===== config.mk =====
export PLATFORM = sky130hd
export DESIGN_NAME = xbar_slave_arbiter
export DESIGN_NICKNAME = d
export VERILOG_FILES = /design/src/rtl/xbar_slave_arbiter.sv
export SDC_FILE = /design/constraint.sdc
export NUM_CORES = 1
export LEC_CHECK = 0
export ABC_AREA = 1
export CORE_AREA = 2 2 157 159
export DETAILED_ROUTE_END_ITERATION = 6
export DIE_AREA = 0 0 159 161
export DONT_BUFFER_PORTS = 1
export PLACE_DENSITY = 0.52
export SLEW_MARGIN = 40
export SYNTH_ARGS = -nofsm -noshare
export SYNTH_HDL_FRONTEND = slang
export SYNTH_SLANG_ARGS = --single-unit

===== constraint.sdc =====
create_clock -name iClk -period 3 [get_ports iClk]
set_input_delay 0.6 -clock iClk [delete_from_list [all_inputs] [get_ports iClk]]
set_output_delay 0.6 -clock iClk [all_outputs]
set_load 0.01 [all_outputs]

===== src/rtl/xbar_slave_arbiter.sv =====
// Per-slave arbiter for a 4x4 crossbar: round-robin among masters addressing
// this slave, single outstanding transaction, and a timeout on the slave ack.
module xbar_slave_arbiter #(
   parameter int         N_MASTERS = 4,
   parameter int         ADDR_W    = 32,
   parameter int         DATA_W    = 32,
   parameter logic [1:0] SLAVE_ID  = 2'b00,
   parameter int         TIMEOUT   = 16
) (
   input  logic                        iClk,
   input  logic                        iRst,
   input  logic [N_MASTERS-1:0]        iReq,
   input  logic [N_MASTERS*ADDR_W-1:0] iAddr,
   input  logic [N_MASTERS*DATA_W-1:0] iWdata,
   input  logic [N_MASTERS-1:0]        iOper,
   output logic [N_MASTERS-1:0]        oAck,
   output logic                        oErr,
   output logic [DATA_W-1:0]           oRdata,
   output logic [N_MASTERS-1:0]        oGrant,
   output logic                        oSlv_req,
   output logic [ADDR_W-1:0]           oSlv_addr,
   output logic [DATA_W-1:0]           oSlv_wdata,
   output logic                        oSlv_oper,
   input  logic                        iSlv_ack,
   input  logic [DATA_W-1:0]           iSlv_rdata
);

   localparam int IDX_W = (N_MASTERS > 1) ? $clog2(N_MASTERS) : 1;
   localparam int CNT_W = $clog2(TIMEOUT);

   typedef enum logic [1:0] {S_IDLE, S_BUS, S_RESP} state_t;

   state_t                 state_q, state_d;
   logic [IDX_W-1:0]       ptr_q, ptr_d;
   logic [IDX_W-1:0]       owner_q, owner_d;
   logic [CNT_W-1:0]       cnt_q, cnt_d;
   logic [N_MASTERS-1:0]   ack_q, ack_d;
   logic                   err_q, err_d;
   logic [DATA_W-1:0]      rdata_q, rdata_d;
   logic [N_MASTERS-1:0]   grant_q, grant_d;
   logic                   slv_req_q, slv_req_d;
   logic [ADDR_W-1:0]      slv_addr_q, slv_addr_d;
   logic [DATA_W-1:0]      slv_wdata_q, slv_wdata_d;
   logic                   slv_oper_q, slv_oper_d;

   logic [N_MASTERS-1:0]   elig;
   logic                   any_elig;
   logic [IDX_W-1:0]       win;
   logic [IDX_W-1:0]       idx;

   // A master is eligible only when its address top bits select this slave
   for (genvar i = 0; i < N_MASTERS; i++) begin : g_elig
      assign elig[i] = iReq[i] & (iAddr[i*ADDR_W + ADDR_W-1 -: 2] == SLAVE_ID);
   end

   // Round-robin pick: first eligible index starting at ptr, wrapping
   always_comb begin
      any_elig = 1'b0;
      win      = '0;
      idx      = '0;
      for (int k = 0; k < N_MASTERS; k++) begin
         idx = IDX_W'((int'(ptr_q) + k) % N_MASTERS);
         if (!any_elig && elig[idx]) begin
            any_elig = 1'b1;
            win      = idx;
         end
      end
   end

   // FSM next state and registered-output next values
   always_comb begin
      state_d     = state_q;
      ptr_d       = ptr_q;
      owner_d     = owner_q;
      cnt_d       = cnt_q;
      ack_d       = '0;
      err_d       = 1'b0;
      rdata_d     = '0;
      grant_d     = grant_q;
      slv_req_d   = slv_req_q;
      slv_addr_d  = slv_addr_q;
      slv_wdata_d = slv_wdata_q;
      slv_oper_d  = slv_oper_q;
      case (state_q)
         S_IDLE: begin
            if (any_elig) begin
               owner_d     = win;
               grant_d     = N_MASTERS'(1) << win;
               slv_addr_d  = iAddr[int'(win)*ADDR_W +: ADDR_W];
               slv_wdata_d = iWdata[int'(win)*DATA_W +: DATA_W];
               slv_oper_d  = iOper[win];
               slv_req_d   = 1'b1;
               cnt_d       = '0;
               state_d     = S_BUS;
            end
         end
         S_BUS: begin
            // an ack arriving on the last allowed cycle still counts as success
            if (iSlv_ack) begin
               rdata_d   = slv_oper_q ? '0 : iSlv_rdata;
               ack_d     = grant_q;
               slv_req_d = 1'b0;
               state_d   = S_RESP;
            end else if (cnt_q == CNT_W'(TIMEOUT-1)) begin
               err_d     = 1'b1;
               ack_d     = grant_q;
               slv_req_d = 1'b0;
               state_d   = S_RESP;
            end else begin
               cnt_d = cnt_q + CNT_W'(1);
            end
         end
         S_RESP: begin
            // the served master drops to lowest priority for the next round
            ptr_d   = IDX_W'((int'(owner_q) + 1) % N_MASTERS);
            grant_d = '0;
            state_d = S_IDLE;
         end
         default: state_d = S_IDLE;
      endcase
   end

   // State and output registers with synchronous reset
   always_ff @(posedge iClk) begin
      if (iRst) begin
         state_q     <= S_IDLE;
         ptr_q       <= '0;
         owner_q     <= '0;
         cnt_q       <= '0;
         ack_q       <= '0;
         err_q       <= 1'b0;
         rdata_q     <= '0;
         grant_q     <= '0;
         slv_req_q   <= 1'b0;
         slv_addr_q  <= '0;
         slv_wdata_q <= '0;
         slv_oper_q  <= 1'b0;
      end else begin
         state_q     <= state_d;
         ptr_q       <= ptr_d;
         owner_q     <= owner_d;
         cnt_q       <= cnt_d;
         ack_q       <= ack_d;
         err_q       <= err_d;
         rdata_q     <= rdata_d;
         grant_q     <= grant_d;
         slv_req_q   <= slv_req_d;
         slv_addr_q  <= slv_addr_d;
         slv_wdata_q <= slv_wdata_d;
         slv_oper_q  <= slv_oper_d;
      end
   end

   assign oAck       = ack_q;
   assign oErr       = err_q;
   assign oRdata     = rdata_q;
   assign oGrant     = grant_q;
   assign oSlv_req   = slv_req_q;
   assign oSlv_addr  = slv_addr_q;
   assign oSlv_wdata = slv_wdata_q;
   assign oSlv_oper  = slv_oper_q;

endmodule

; Yosys cells after proc, flatten, opt, wreduce, memory -nomap -nowiden
; Cells that the tools add are included.
[op_classes]
n_addsub = 5
bitwise = 6
n_eq_ne = 7
muxes = 35
shift = 3
n_lt_le_gt_ge = 5
n_reduce_logical = 21
[op_table]
columns = op, n
row1 = $shiftx A128 B8 Y32, 2
row2 = $mux W4, 6
row3 = $pmux W4 S2, 2
row4 = $lt A2 B3 Y1 const B, 5
row5 = $mux W2, 7
row6 = $mux W1, 13
row7 = $bmux W1 S2, 5
row8 = $logic_not A2 Y1, 5
row9 = $ne A2 B2 Y1 const B, 3
row10 = $reduce_and A2 Y1, 3
row11 = $add A2 B1 Y2 const B, 2
row12 = $add A2 B2 Y2 const B, 2
row13 = $add A4 B1 Y4 const B, 1
row14 = $and A1 B1 Y1, 4
row15 = $eq A4 B4 Y1 const B, 1
row16 = $pmux W2 S2, 1
row17 = $reduce_and A4 Y1, 1
row18 = $reduce_bool A2 Y1, 2
row19 = $reduce_or A4 Y1, 1
row20 = $shl A1 B2 Y4 const A, 1
row21 = $logic_and A1 B1 Y1, 3
row22 = $logic_not A1 Y1, 3
row23 = $ne A3 B3 Y1 const B, 1
row24 = $reduce_and A3 Y1, 1
row25 = other kinds (6), 7
[totals]
reg_bits = 117
input_bits = 299
wordCells = 94

; Longest topological paths before layout
[depth]
depth_word = 17
mapped_depth = 17
depth_no_buf = 14

; Least setup slack after synthesis
; No wires, ideal clock.
[synth_timing]
kind = input port to flip-flop
startpoint = input port iAddr[126]
endpoint = register slv_addr_q[4], in the netlist oSlv_addr[4]
arrival_time_ns = 1.960
cell_stages = 15
setup_slack_ns = 0.928
cell_sequence = nor2_1 nand3_1 nand3_1 nand2_2 a21oi_2 nand2_2 buf_6 buf_8 buf_12 nand3_1 nand2_1 nand2_1 nand2_1 nand2_1 nand2_1
[synth_between]
elab_chain_cells = 15
elab_cells_between_ends = 26
classes_between = shift: 1 / mux: 16 / bitwise: 1 / reduce/logical: 8
[synth_rtl]
columns = item, line
row1 = from (decl), 13  ; input logic [N_MASTERS*ADDR_W-1:0] iAddr,
row2 = $logic_not A2 Y1 (*), 53  ; assign elig[i] = iReq[i] & (iAddr[i*ADDR_W + ADDR_W-1 -: 2] == SLAVE_ID);
row3 = $and A1 B1 Y1 (*), 53
row4 = $bmux W1 S2, 63  ; if (!any_elig && elig[idx]) begin
row5 = $mux W1 (implied by the code), 63
row6 = $mux W1, 63
row7 = $logic_not A1 Y1, 63
row8 = $logic_and A1 B1 Y1, 63
row9 = $mux W1, 63
row10 = $logic_not A1 Y1, 63
row11 = $logic_and A1 B1 Y1, 63
row12 = $mux W1, 63
row13 = $logic_not A1 Y1, 63
row14 = $logic_and A1 B1 Y1, 63
row15 = $mux W2 / $mux W1 (equally long branches), 63
row16 = $shiftx A128 B8 Y32 / $reduce_and A2 Y1 (equally long branches), n/a
row17 = to (signal assigned), 148  ; slv_addr_q <= slv_addr_d;
row18 = to (decl), 42  ; logic [ADDR_W-1:0] slv_addr_q, slv_addr_d;
; Every way passes the cells marked *; elsewhere a longest branch is shown, timed or not. The select of a mux whose other input is x is not followed.
; A chain may end at the register's enable or synchronous reset.

; Final worst setup path
[layout_timing]
startpoint = register ptr_q[0]
endpoint = register slv_wdata_q[3], in the netlist oSlv_wdata[3]
[layout_between]
elab_chain_cells = 13
elab_cells_between_ends = 27
classes_between = add/sub: 3 / shift: 1 / mux: 16 / reduce/logical: 7
[layout_rtl]
columns = item, line
row1 = from (decl), 34  ; logic [IDX_W-1:0] ptr_q, ptr_d;
row2 = from (signal assigned), 140  ; ptr_q <= ptr_d;
row3 = "parallel branches: the longest is 13 deep, another holds $add A2 B1 Y2", n/a
row4 = to (signal assigned), 149  ; slv_wdata_q <= slv_wdata_d;
row5 = to (decl), 43  ; logic [DATA_W-1:0] slv_wdata_q, slv_wdata_d;
; Parallel ways; which one is timed is not known. The select of a mux whose other input is x is not followed.

==> impl_summary.txt <==
----------------------------------------------------
[Status]
  Outcome ... completed

[Logic synthesis]
  Largest family of logic cells by synthesized area ... simple AND/OR/NAND/NOR gates
  Average cell area after synthesis ... 5.86 µm²
  Most frequently used flop master after synthesis ... dfxtp_1
  Top post-synthesis cells by area ... dfxtp_1 (34%), nand2_1 (31%), nand3_1 (12%)
  Synthesized cell area ... roughly 0.007 mm²
  Number of nets produced by synthesis ... 1473
  Fraction of the mapped netlist area in compound gates ... 1.40%
  Synth Area in Simple Gates ... a little over half
  Number of synthesized flops with an enable pin ... 0
  Number of distinct library cells after synthesis ... 27
  Post-Synth XOR/XNOR Area ... less than 1%
  Proportion of synthesized flip-flops having asynchronous set or reset ... 0%
  Portion of the post-synthesis area used by sequential elements ... 34.1%
  Post-synthesis sequential element count ... 117
  Synth Area in Adders ... 0.182%
  Mux share of post-synthesis cell area ... 0%
  Yosys top cell area share ... 34.1%
  Library cell occupying the most area in the post-synthesis netlist ... dfxtp_1
  Synthesis warning total ... 0
  Synth Instances ... 1173

[Pwr]
  Peak supply drop ... between 0.3 and 0.4 mV
  PnR Total Power ... 5.91 mW
  Leakage ... ~4.1 nW
  Power density over the cells ... about 770 mW/mm²

[Timing]
  Unrepaired setup endpoints after global routing ... no
  Worst slew margin ... 55.4%
  Timing-limited maximum frequency ... 0.409 GHz
  Final clock period utilization by the worst path ... slightly above 80%
  Final number of setup-violating endpoints ... 0
  Final clock skew ... 14.0 ps
  Max-slew violation count ... 0
  Worst-margin pin slew ... roughly 670 ps
  Final-layout worst hold slack ... 249 ps
  Final hold vios ... 0
  Final-layout setup total negative slack ... 0 ps
  Final period demand of the worst path ... 2440 ps

[Clocking]
  TritonCTS sink count ... 117
  Total of hold buffers inserted after clock tree synthesis ... 0
  CTS tree ... done
  Clock input transition at the sequential cells of the worst setup and hold paths ... about 60 ps
  Number of H-tree branching levels ... 4
  Clock Latency Late Sink ... about 420 ps
  Post-CTS setup-driven buffer insertion count ... 0
  PostCTS Resize Cnt ... 0
  Clock Tree Buf Depth ... 2
  Clock buffers created by TritonCTS ... 17
  CTS Root Cell ... clkbuf_16

[Min path]
  Hold Path End ... oSlv_addr[31]
  Hold Path Class ... input port to flop
  Cell depth of the worst hold path ... 1
  Hold path start ... iRst

[Routing]
  DRC violations left ... 0
  Remaining antenna violation count after routing ... 0
  Ratio of routed vias to standard cells ... about 4.7
  Via count ... between 6k and 7k
  Violation count after the first detailed-route iteration ... ~420
  Average wire per standard cell ... 15.8 µm
  Drt pass-1 iters ... 5
  Final wirelength ... 23300 µm

[Job]
  Max-capacitance violation count ... 0

[Critical path]
  Highest cell delay on the worst timing path ... 610 ps
  Cell-by-cell trace of the critical path ... inv_4 > nand3_1 > nand3_1 > nand2_2 > nand3_1 > nand3_4 > buf_4 > nand3_1 > nand2_1 > nand2_1 > nand2_1 > nand2_1 > nand2_1
  Endpoint required time on the critical path ... between 3000 and 4000 ps
  Origin of the critical flop-to-flop path ... ptr_q[0]
  Crit. End Element ... flop
  Worst setup path category ... flop to flop
  Setup slack, reg-to-reg ... 560 ps
  Endpoint of the worst register-to-register path ... oSlv_wdata[3]
  Critical path startpoint category ... flop
  CP dominant cell by count ... nand2_1
  Critical-path maximum fanout ... 46
  Arrival time of the worst setup path ... 2810 ps
  Worst r2r path cells ... 13
  Slowest stage cell, crit path ... dfxtp_1

[GRT]
  First-pass GRT wire length ... 35900 µm
  Overall track demand over capacity in global routing ... 17.8%
  Number of antenna violations at the first check in global routing ... 1
  Number of global-route vias before repair ... 6506
  Largest net degree at the start of global routing ... 79
  Aggregate global routing overflow ... 0

[Final layout]
  # nets final ... 1435
  Area growth from synthesis to final layout ... 12.1%
  Layout cells sized above 1 ... 6.97%

[Floorplanning]
  Row cnt ... 57
  Die span in x ... 159 µm
  Core footprint ... ~0.024 mm²
  Die extent in y ... 161 µm
  Initial Utilization ... ~29%
  IO Pins ... between 400 and 500
  Die Outline Area ... around 0.026 mm²

[Placed design]
  Count of port buffers added during placement ... 0
  Dpl hpwl ... 17000 µm
  Global placement routability congestion ... around 0.79

----------------------------------------------------
-- layer usage --
metal | global-route usage [%] | share of wire (%) | vias up
met2 | 30.3 | 49 | 284
met3 | 5.14 | 7.8 | 28
met1 | 21.3 | 41 | 3060
met4 | 6.90 | 2.2 | 0
li1 | - | - | 3526
met5 | 0 | 0 | -
-- synth_stat cells (2+ instances only) --
cell      count
buf_8         2
dfxtp_1     117
nand4_1       4
xor2_1        2
buf_4        10
buf_2        43
clkbuf_1     10
o21ai_0       8
nand2_2       6
nand2_1     568
inv_2         4
buf_6         8
buf_1         2
nor2_2        2
nand3_1     165
nand3_2      14
inv_1        76
nor2_1      117
a21oi_1       7
-- how the worst max path moves through the flow --
stage                     startpoint              to
after global routing        ptr_q[0]   oSlv_addr[18]
after global placement    iAddr[126]  oSlv_wdata[28]
final                       ptr_q[0]   oSlv_wdata[3]
after detailed placement  iAddr[126]  oSlv_wdata[28]
after CTS                   ptr_q[0]  oSlv_wdata[27]
after floorplan           iAddr[126]    oSlv_addr[4]
-- sequential cells by signal (all words and copies together) (netlist names) --
register	count
oSlv_oper	1
oSlv_wdata	32
oRdata	32
oSlv_req	1
cnt_q	4
owner_q	2
oGrant	4
oSlv_addr	32
oAck	4
ptr_q	2
oErr	1
state_q	2
-- cells in the final DEF, fill, tap and decap left out, types with 3 or more instances in the layout --
cell type / count
nand2_1: 567
nand3_1: 165
nor2_1: 117
dfxtp_1: 117
inv_1: 76
clkbuf_16: 17
nand3_2: 13
buf_4: 11
o21ai_0: 8
buf_12: 8
a21oi_1: 7
nand2_2: 5
inv_2: 4
nand4_1: 4
inv_6: 4
bufinv_16: 3
inv_8: 3
-- where the power goes --
part | total [mW] | switching, mW | internal, mW
clock network | 2.19 | 0.838 | 1.36
registers | 2.10 | 0.307 | 1.79
logic | 1.62 | 1.07 | 0.550
-- worst max-delay path, delay by kind of cell (launching register included) --
kind | cells | cell delay, ps
buffers and inverters | 2 | 570
DFF | 1 | 610
and+or+nand+nor | 11 | 1180
-- final cells by class --
class / count / area (µm²)
Fill cell: 2709 / 16300
Multi-Input combinational cell: 899 / 3780
Sequential cell: 117 / 2340
Clock buffer: 18 / 439
Tap cell: 324 / 405
Inverter: 81 / 307
Timing Repair Buffer: 19 / 243
Clock inverter: 14 / 189
Antenna cell: 1 / 2.50
-- per-stage QoR --
| step | area [µm²] | utilization (%) | std cells | setup WS [ps] |
|---|---|---|---|---|
| 2_1_floorplan | 6880 | - | 1173 | 928 |
| 3_5_place_dp | 7080 | 29.5 | 1440 | 479 |
| 4_1_cts | 7710 | 32.2 | 1472 | 519 |
| 6_report | 7710 | 32.2 | 1473 | 558 |
| 5_1_grt | 7710 | 32.2 | 1473 | 260 |
| 3_3_place_gp | 7080 | 29.5 | 1440 | 504 |
-- cell families after synthesis --
family	count (synthesis)
xor+xnor	3
simple gates	877
compound gates	18
flops	117
buf+inv	157
fa+ha+maj	1
Note: power is estimated with default switching activity, not from simulation.
